`src/rtl/div_seq.sv`:
```
// div_seq: sequential restoring divider, one quotient bit per clock.
// Valid/ready on operands and on results, one operation in flight.
// Optional build macro DIV_SIGNED_EN: two's complement operands/results
// (magnitudes divided, signs fixed up on the way into DONE). Without it the
// block is unsigned only and carries no sign logic.
module div_seq #(
    parameter int WIDTH = 64
) (
    input  logic             clk,
    input  logic             rst,
    input  logic             div_valid_i,
    output logic             div_ready_o,
    input  logic [WIDTH-1:0] div_i1,
    input  logic [WIDTH-1:0] div_i2,
    output logic             div_valid_o,
    input  logic             div_ready_i,
    output logic [WIDTH-1:0] div_q_o,
    output logic [WIDTH-1:0] div_r_o,
    output logic             div_by_zero_o
);
    localparam int                CNT_W = (WIDTH > 2) ? $clog2(WIDTH) : 1;
    localparam logic [CNT_W-1:0]  LAST  = CNT_W'(WIDTH - 1);

    typedef enum logic [1:0] {IDLE, BUSY, DONE} state_t;

    state_t           state_q;
    logic [WIDTH-1:0] rem_q;      // partial remainder (raw dividend when divisor is zero)
    logic [WIDTH-1:0] quo_q;      // dividend bits shifting out, quotient bits shifting in
    logic [WIDTH-1:0] dvs_q;      // divisor magnitude
    logic [CNT_W-1:0] cnt_q;
    logic             zero_q;     // current operation has a zero divisor
    logic [WIDTH-1:0] q_q;
    logic [WIDTH-1:0] r_q;
    logic             valid_q;
    logic             dbz_q;

    // Two's complement negate when neg is set, pass-through otherwise.
    function automatic logic [WIDTH-1:0] apply_sign(input logic [WIDTH-1:0] v, input logic neg);
        return neg ? (~v + 1'b1) : v;
    endfunction

    // Next-step values of the restoring iteration.
    logic [WIDTH:0]   rem_sh;
    logic [WIDTH:0]   diff;
    logic             borrow;
    logic             fits;
    logic [WIDTH-1:0] rem_d;
    logic [WIDTH-1:0] quo_d;
    logic [WIDTH-1:0] mag1;
    logic [WIDTH-1:0] mag2;
    logic [WIDTH-1:0] q_fin;
    logic [WIDTH-1:0] r_fin;

`ifdef DIV_SIGNED_EN
    logic neg_q_q;
    logic neg_r_q;
`endif

    // Shift {rem, quo} left by one and trial-subtract the divisor.
    always_comb begin
        rem_sh         = {rem_q, quo_q[WIDTH-1]};
        {borrow, diff} = {1'b0, rem_sh} - {2'b00, dvs_q};
        fits           = ~borrow;
        rem_d          = fits ? diff[WIDTH-1:0] : rem_sh[WIDTH-1:0];
        quo_d          = {quo_q[WIDTH-2:0], fits};
    end

    // Operand magnitudes on accept and sign fix-up of the final step.
    always_comb begin
`ifdef DIV_SIGNED_EN
        mag1  = apply_sign(div_i1, div_i1[WIDTH-1]);
        mag2  = apply_sign(div_i2, div_i2[WIDTH-1]);
        q_fin = apply_sign(quo_d, neg_q_q);
        r_fin = apply_sign(rem_d, neg_r_q);
`else
        mag1  = div_i1;
        mag2  = div_i2;
        q_fin = quo_d;
        r_fin = rem_d;
`endif
    end

    // Control FSM, iteration datapath and registered result outputs.
    always_ff @(posedge clk) begin
        if (rst) begin
            state_q <= IDLE;
            cnt_q   <= '0;
            zero_q  <= 1'b0;
            q_q     <= '0;
            r_q     <= '0;
            valid_q <= 1'b0;
            dbz_q   <= 1'b0;
        end else begin
            case (state_q)
                IDLE: begin
                    if (div_valid_i) begin
                        state_q <= BUSY;
                        cnt_q   <= '0;
                        zero_q  <= (div_i2 == '0);
                        dvs_q   <= mag2;
                        quo_q   <= mag1;
                        rem_q   <= (div_i2 == '0) ? div_i1 : '0;
`ifdef DIV_SIGNED_EN
                        neg_q_q <= div_i1[WIDTH-1] ^ div_i2[WIDTH-1];
                        neg_r_q <= div_i1[WIDTH-1];
`endif
                    end
                end
                BUSY: begin
                    // A zero divisor spends exactly one cycle here so its
                    // result appears one cycle after accept.
                    if (zero_q) begin
                        state_q <= DONE;
                        q_q     <= '1;
                        r_q     <= rem_q;
                        dbz_q   <= 1'b1;
                        valid_q <= 1'b1;
                    end else begin
                        rem_q <= rem_d;
                        quo_q <= quo_d;
                        cnt_q <= cnt_q + 1'b1;
                        if (cnt_q == LAST) begin
                            state_q <= DONE;
                            q_q     <= q_fin;
                            r_q     <= r_fin;
                            valid_q <= 1'b1;
                        end
                    end
                end
                DONE: begin
                    if (div_ready_i) begin
                        state_q <= IDLE;
                        valid_q <= 1'b0;
                        dbz_q   <= 1'b0;
                    end
                end
                default: state_q <= IDLE;
            endcase
        end
    end

    assign div_ready_o   = (state_q == IDLE) && !rst;
    assign div_valid_o   = valid_q;
    assign div_q_o       = q_q;
    assign div_r_o       = r_q;
    assign div_by_zero_o = dbz_q;

endmodule

```
`config.mk`:
```
export PLATFORM = sky130hd
export DESIGN_NAME = div_seq
export DESIGN_NICKNAME = d
export VERILOG_FILES = /design/src/rtl/div_seq.sv
export SDC_FILE = /design/constraint.sdc
export NUM_CORES = 1
export LEC_CHECK = 0
export ABC_AREA = 1
export BUFFER_PORTS_ARGS = -buffer_cell sky130_fd_sc_hd__buf_2
export CAP_MARGIN = 20
export CELL_PAD_IN_SITES_DETAIL_PLACEMENT = 1
export CELL_PAD_IN_SITES_GLOBAL_PLACEMENT = 1
export CORE_MARGIN = 1.5
export CORE_UTILIZATION = 46
export DETAILED_ROUTE_END_ITERATION = 12
export GPL_TIMING_DRIVEN = 0
export PLACE_DENSITY_LB_ADDON = 0.12
export SYNTH_ARGS = -nofsm -noshare
export SYNTH_HDL_FRONTEND = slang
export SYNTH_SLANG_ARGS = --single-unit
```
`constraint.sdc`:
```
create_clock -name clk -period 74.6 [get_ports clk]
set_input_delay 14.92 -clock clk [delete_from_list [all_inputs] [get_ports clk]]
set_output_delay 14.92 -clock clk [all_outputs]
set_load 0.05 [all_outputs]
```
==> results.toml, run 1 <==
[run_status]
status = "finished, final reports clean"

[die]
die_y_um = 213
core_um2 = 43400
io_pins = 263
rows = 76
dieArea_um2 = 45500
dieWidth_um = 213
initial_utilization_pct = 46.9

[sta]
fin_ws_ps = 43190
fin_tns_setup_ps = 0
fin_crit_sh_pct = 42.1
worst_pin_slew_ps = 1200
maxSlewHeadroom_pct = 19.5
hold_viol = 0
rsz0062_at_grt = "false"
finalClockSkew_ps = 23.5
clock.fmax_ghz = 0.0318
final_max_slew_viol_count = 0
min_period_ps = 31410
finalSetupViolations = 0
hold_slack_ps = 465

[clock_network]
post_cts_resized = 0
post-cts-setup-buffers = 0
path_clk_slew_ps = 60
cts_max_level = 2
cts.sinks = 331
cts.path.max_buffers = 3
cts_tree = "built"
numCtsBuffers = 37
worstSkewPairLatency_ps = 580
hold_buffers = 0
root_buffer = "clkbuf_16"

[drt]
avgViaCountPerCell = 5.48
vias = 20968
dr.pass1.iters = 5
antenna_left = 0
totalWireLength_um = 85800
wl_per_cell_um = 22.4
first_iter_violations = 1591
drc = 0

[run]
timing.max_cap.violations = 0

[power_and_ir_drop]
pwr_density_cell_nw_per_um2 = 21.1
ir_worst_vdd_mv = 0.0204
p_leak_nw = 12.1
finalPower_mw = 0.502

[synth]
synthTopCellsByCount = "nand2_1 (926), inv_1 (468), nor2_1 (314)"
ys_seq_area_share_pct = 42.0
synth_area_leader_cell = "edfxtp_1"
synth_cells = 2885
yosysMostFrequentCell = "nand2_1"
ys_warn_count = 0
synth.area.top_cells = "edfxtp_1 (28%), nand2_1 (17%), dfxtp_1 (14%)"
synth_top_area_share_pct = 28.3
synthesis.area_um2 = 20300
async_flop_share_pct = 0
synth.distinct_cells = 43
synth.net_count = 3083
synth_edf_count = 192
ys_ff_latch = 331
syn_area_per_cell_um2 = 7.05
synth_ff_type = "edfxtp_1"

[cells_and_area]
insertedDiodeCount = 0
final_area_um2 = 23800
syn2layout_area_growth_pct = 17.0
drive_gt1_share_pct = 14.4
final_nets = 3408
final_cells = 3824
post-route-util_pct = 54.9

[worst_setup_path]
critPathSlowestCell = "clkbuf_1"
startpoint_type = "primary input"
path_common_cell = "clkbuf_1"
crit_type = "primary input to output pin"
crit_buf_inv = 3
cp_data_arrival_time_ps = 16490
end_kind = "output pin"
rr_worst_depth = 11
cp_top_family = "buffers and inverters"
critPathMaxStageDelay_ps = 670
critPathRequiredTime_ps = 59680
critical_path_depth = 4
crit_chain = "clkbuf_1 -> clkbuf_1 -> nor2_1 -> buf_2"
cp_max_fo = 10
r2r_slack_ps = 70710

[grt]
first_global_vias = 21506
grt_pass1_wl_um = 127000
grt_max_degree = 16
antenna_found_initial = 3
grt_overflow_total = 0
grt_usage_pct = 37.6

[placement]
port_buffers = 261
place_hpwl_um = 68900
place_area_um2 = 22600
dpl.cell_count = 3756
post-place-ws_ps = 43240
gp_congestion = 0.973

[hold_path]
worstHoldPathCells = 2
hold_class = "register to register"
==> layer usage <==
metal  up-vias  routed length, um  GRT usage [%]
met5         -                 38              0
met3       195               6790           6.80
met4         6               3680           15.9
met2       794              38300           59.3
met1     10178              37000           50.6
li1       9795                  -              -
==> tightest hold or removal path, cell delays in order, from the launching register on <==
cell	delay (ps)
dfxtp_1	300
nand2_1	60
a21oi_1	60
==> logic make-up after synthesis <==
family	synth area share (%)
flip-flops	42.0
XOR/XNOR	1.33
AO/OA/AOI/OAI	10.2
buffers and inverters	11.3
AND/OR/NAND/NOR	31.0
adder cells (fa/ha/maj)	4.10
==> worst paths after layout <==
check / from / end
worst max-delay path: rst / div_ready_o
worst min-delay path: div_r_o[11] / div_r_o[11]
worst max register to register: state_q[1] / quo_q[10]
worst min register to register: div_r_o[11] / div_r_o[11]
==> area by class of cell <==
type / count / area [um2]
Inverter: 478 / 1790
Sequential cell: 331 / 8550
Buffer: 104 / 513
Timing Repair Buffer: 286 / 1500
Fill cell: 5736 / 19500
Multi-Input combinational cell: 1972 / 9500
Clock buffer: 60 / 1120
Tap cell: 585 / 732
Clock inverter: 8 / 101
==> flip-flops by register name, summed over array words and instances, names as in the netlist, 2 cells and up <==
register,flops
rem_q,64
div_q_o,64
dvs_q,64
quo_q,64
div_r_o,64
cnt_q,6
state_q,2
==> layout by cell type, fill, tap and decap left out, types with 20 or more instances in the layout <==
cell and n:
a21oi_1 93, nand3_1 153, inv_1 468, o21ai_0 136
nand3_2 27, nand2_1 926, dfxtp_1 139, clkbuf_1 81
clkbuf_16 37, buf_2 287, edfxtp_1 192, a21oi_2 26
xor2_1 30, ha_1 65, a211oi_1 65, o21ai_1 35
nor2_1 314, nand4_1 20, nor4_1 21
==> report_power, final <==
group,internal (mW),switching (mW),leakage [nW]
combinational,0.0299,0.0757,8.51
sequential,0.203,0.00627,2.95
clock,0.105,0.0832,0.594
total,0.337,0.165,12.1
No activity file was read; power rests on OpenSTA's default activity.
==> run 2: changes to the inputs <==
--- a/config.mk
+++ b/config.mk
@@ -11,7 +11,7 @@
 export CELL_PAD_IN_SITES_DETAIL_PLACEMENT = 1
 export CELL_PAD_IN_SITES_GLOBAL_PLACEMENT = 1
 export CORE_MARGIN = 1.5
-export CORE_UTILIZATION = 46
+export CORE_UTILIZATION = 38
 export DETAILED_ROUTE_END_ITERATION = 12
 export GPL_TIMING_DRIVEN = 0
 export PLACE_DENSITY_LB_ADDON = 0.12
==> constraint.sdc (replaced) <==
create_clock -name clk -period 25.2 [get_ports clk]
set_input_delay 5.04 -clock clk [delete_from_list [all_inputs] [get_ports clk]]
set_output_delay 5.04 -clock clk [all_outputs]
set_load 0.05 [all_outputs]
==> run 2 against run 1 <==
Effect of this change: the run now ends with design-rule violations left; worst hold slack barely moved; total power grew to 3.0 times the previous value; design area up 0.71%; combinational power grew to 2.9 times the previous value; sequential share of layout area down 0.25 points; via count shrank 3.1%; register-to-register slack worse by 49000 ps; non-clock buffer count fell by 1; die area grew 21%; core utilization shrank 9.5 points; sequential cell count unchanged.
==> results.toml, run 2 (synthesis gave the netlist of run 1 again) <==
[sta]
final_max_slew_viol_count = 0
clock.fmax_ghz = 0.0859
fin_tns_setup_ps = 0
maxSlewHeadroom_pct = 25.6
min_period_ps = 11640
worst_pin_slew_ps = 1110
hold_slack_ps = 464
hold_viol = 0
fin_ws_ps = 13560
rsz0062_at_grt = "false"
fin_crit_sh_pct = 46.2
finalSetupViolations = 0
finalClockSkew_ps = 25.0

[cells_and_area]
layout_commonest_cell = "nand2_1"
syn2layout_area_growth_pct = 17.9
fillers = 6902
final_cells = 3933
final_nets = 3410
drive_gt1_share_pct = 14.2
final_cell_mix = "nand2_1 (926), inv_1 (468), nor2_1 (314), buf_2 (290), edfxtp_1 (192)"

[clock_network]
numCtsBuffers = 40
worstSkewPairLatency_ps = 590
cts_tree = "built"
cts_max_level = 2
post_cts_resized = 0
cts.sinks = 331
root_buffer = "clkbuf_16"
hold_buffers = 0
cts.path.max_buffers = 3
post-cts-setup-buffers = 0
path_clk_slew_ps = 50

[drt]
avgViaCountPerCell = 5.17
dr.pass1.iters = 11
drc = 2
first_iter_violations = 1422
routed-wl-met3_um = 4900
wl_met2_um = 38200
antenna_left = 0
wl_per_cell_um = 21.5
maxUsedRoutingLayer = "met5"
totalWireLength_um = 84600
vias = 20327
wl_met1_um = 39600

[worst_setup_path]
rr_worst_depth = 11
r2r-end = "quo_q[13]"
r2r-start = "state_q[0]"
cp_max_fo = 10
critPathRequiredTime_ps = 20160
r2r_slack_ps = 21620
crit_chain = "clkbuf_1 -> clkbuf_1 -> nor2_1 -> buf_2"
crit_type = "primary input to output pin"
end_kind = "output pin"
critPathSlowestCell = "clkbuf_1"
cp_data_arrival_time_ps = 6600
critPathMaxStageDelay_ps = 630
startpoint_type = "primary input"
path_common_cell = "clkbuf_1"

[hold_path]
worstHoldPathCells = 2
hold_path_end = "div_r_o[31]"
hp-start = "div_r_o[31]"
hold_class = "register to register"

[run_status]
failed_checks = "design-rule violations"
status = "finished, violations left"

[die]
die_y_um = 234
io_pins = 263
initial_utilization_pct = 38.6
dieArea_um2 = 54900
core_um2 = 52800
dieWidth_um = 234
rows = 84

[grt]
grt_usage_pct = 30.6
grt_overflow_total = 0
grt_pass1_wl_um = 124000
antenna_found_initial = 5
grt_max_degree = 15
first_global_vias = 20375

[placement]
place_hpwl_um = 70300
gp_congestion = 0.973
dpl.cell_count = 3858
post-place-ws_ps = 13520
port_buffers = 261

[power_and_ir_drop]
ir_worst_vdd_mv = 0.0474
pwr_density_cell_nw_per_um2 = 62.5
clkPwrFrac_pct = 38.1
p_leak_nw = 12.1
p_sw_share_pct = 32.4
finalPower_mw = 1.50
p_int_mw = 1.01
power.sequential.fraction_pct = 41.2
p_switching_mw = 0.486
power.share.combinational_pct = 20.7

[run]
timing.max_cap.violations = 0
==> run 2: cell count changes in the layout (fill, tap and decap cells not counted), moves of 2 or more <==
| cell | change |
|---|---|
| bufinv_16 | +2 |
| buf_2 | +3 |
| clkbuf_16 | +3 |
| buf_4 | -3 |
| clkinv_1 | +9 |
| diode_2 | +2 |
| clkbuf_8 | -8 |
==> run 2: metrics by stage <==
step	instance area [um2]	utilization [%]
finish	24000	45.5
global route	24000	45.5
CTS	24000	45.5
detailed placement	22700	43.0
global placement	22500	42.7
floorplan	20300	-
==> run 2: worst max-delay path by stage <==
stage	start	to	cells past startpoint
after floorplan	rst	quo_q[0]	2
after CTS	rst	div_ready_o	4
final	rst	div_ready_o	4
after global placement	rst	quo_q[8]	2
after global routing	rst	div_ready_o	4
after detailed placement	rst	div_ready_o	4
==> run 2: per-layer routing <==
metal  global-route usage, %  vias up
li1                        -     9812
met1                    43.1     9910
met5                       0        -
met2                    48.8      492
met4                    7.34        8
met3                    4.88      105
==> run 2: layout make-up <==
cell class | instances | area, um2 | area share (%)
Clock buffer | 54 | 1080 | 4.52
Tap cell | 688 | 861 | 3.59
Multi-Input combinational cell | 1972 | 9500 | 39.6
Buffer | 104 | 513 | 2.14
Clock inverter | 19 | 195 | 0.814
Antenna cell | 2 | 5.00 | 0.0209
Inverter | 478 | 1790 | 7.48
Sequential cell | 331 | 8550 | 35.6
Timing Repair Buffer | 285 | 1480 | 6.18
==> run 2: critical path: cells and delay by family <==
family	cells	cell delay (ps)
buffers and inverters	3	1460
and+or+nand+nor	1	100
==> run 2: power by group through the flow <==
| stage | registers [mW] | clock network, mW | logic (mW) |
|---|---|---|---|
| finish | 0.619 | 0.571 | 0.310 |
| global route | 0.620 | 0.599 | 0.340 |
| CTS | 0.617 | 0.581 | 0.305 |
| detailed placement | 0.629 | 0 | 0.303 |
| global placement | 0.639 | 0 | 0.291 |
| floorplan | 0.625 | 0 | 0.188 |
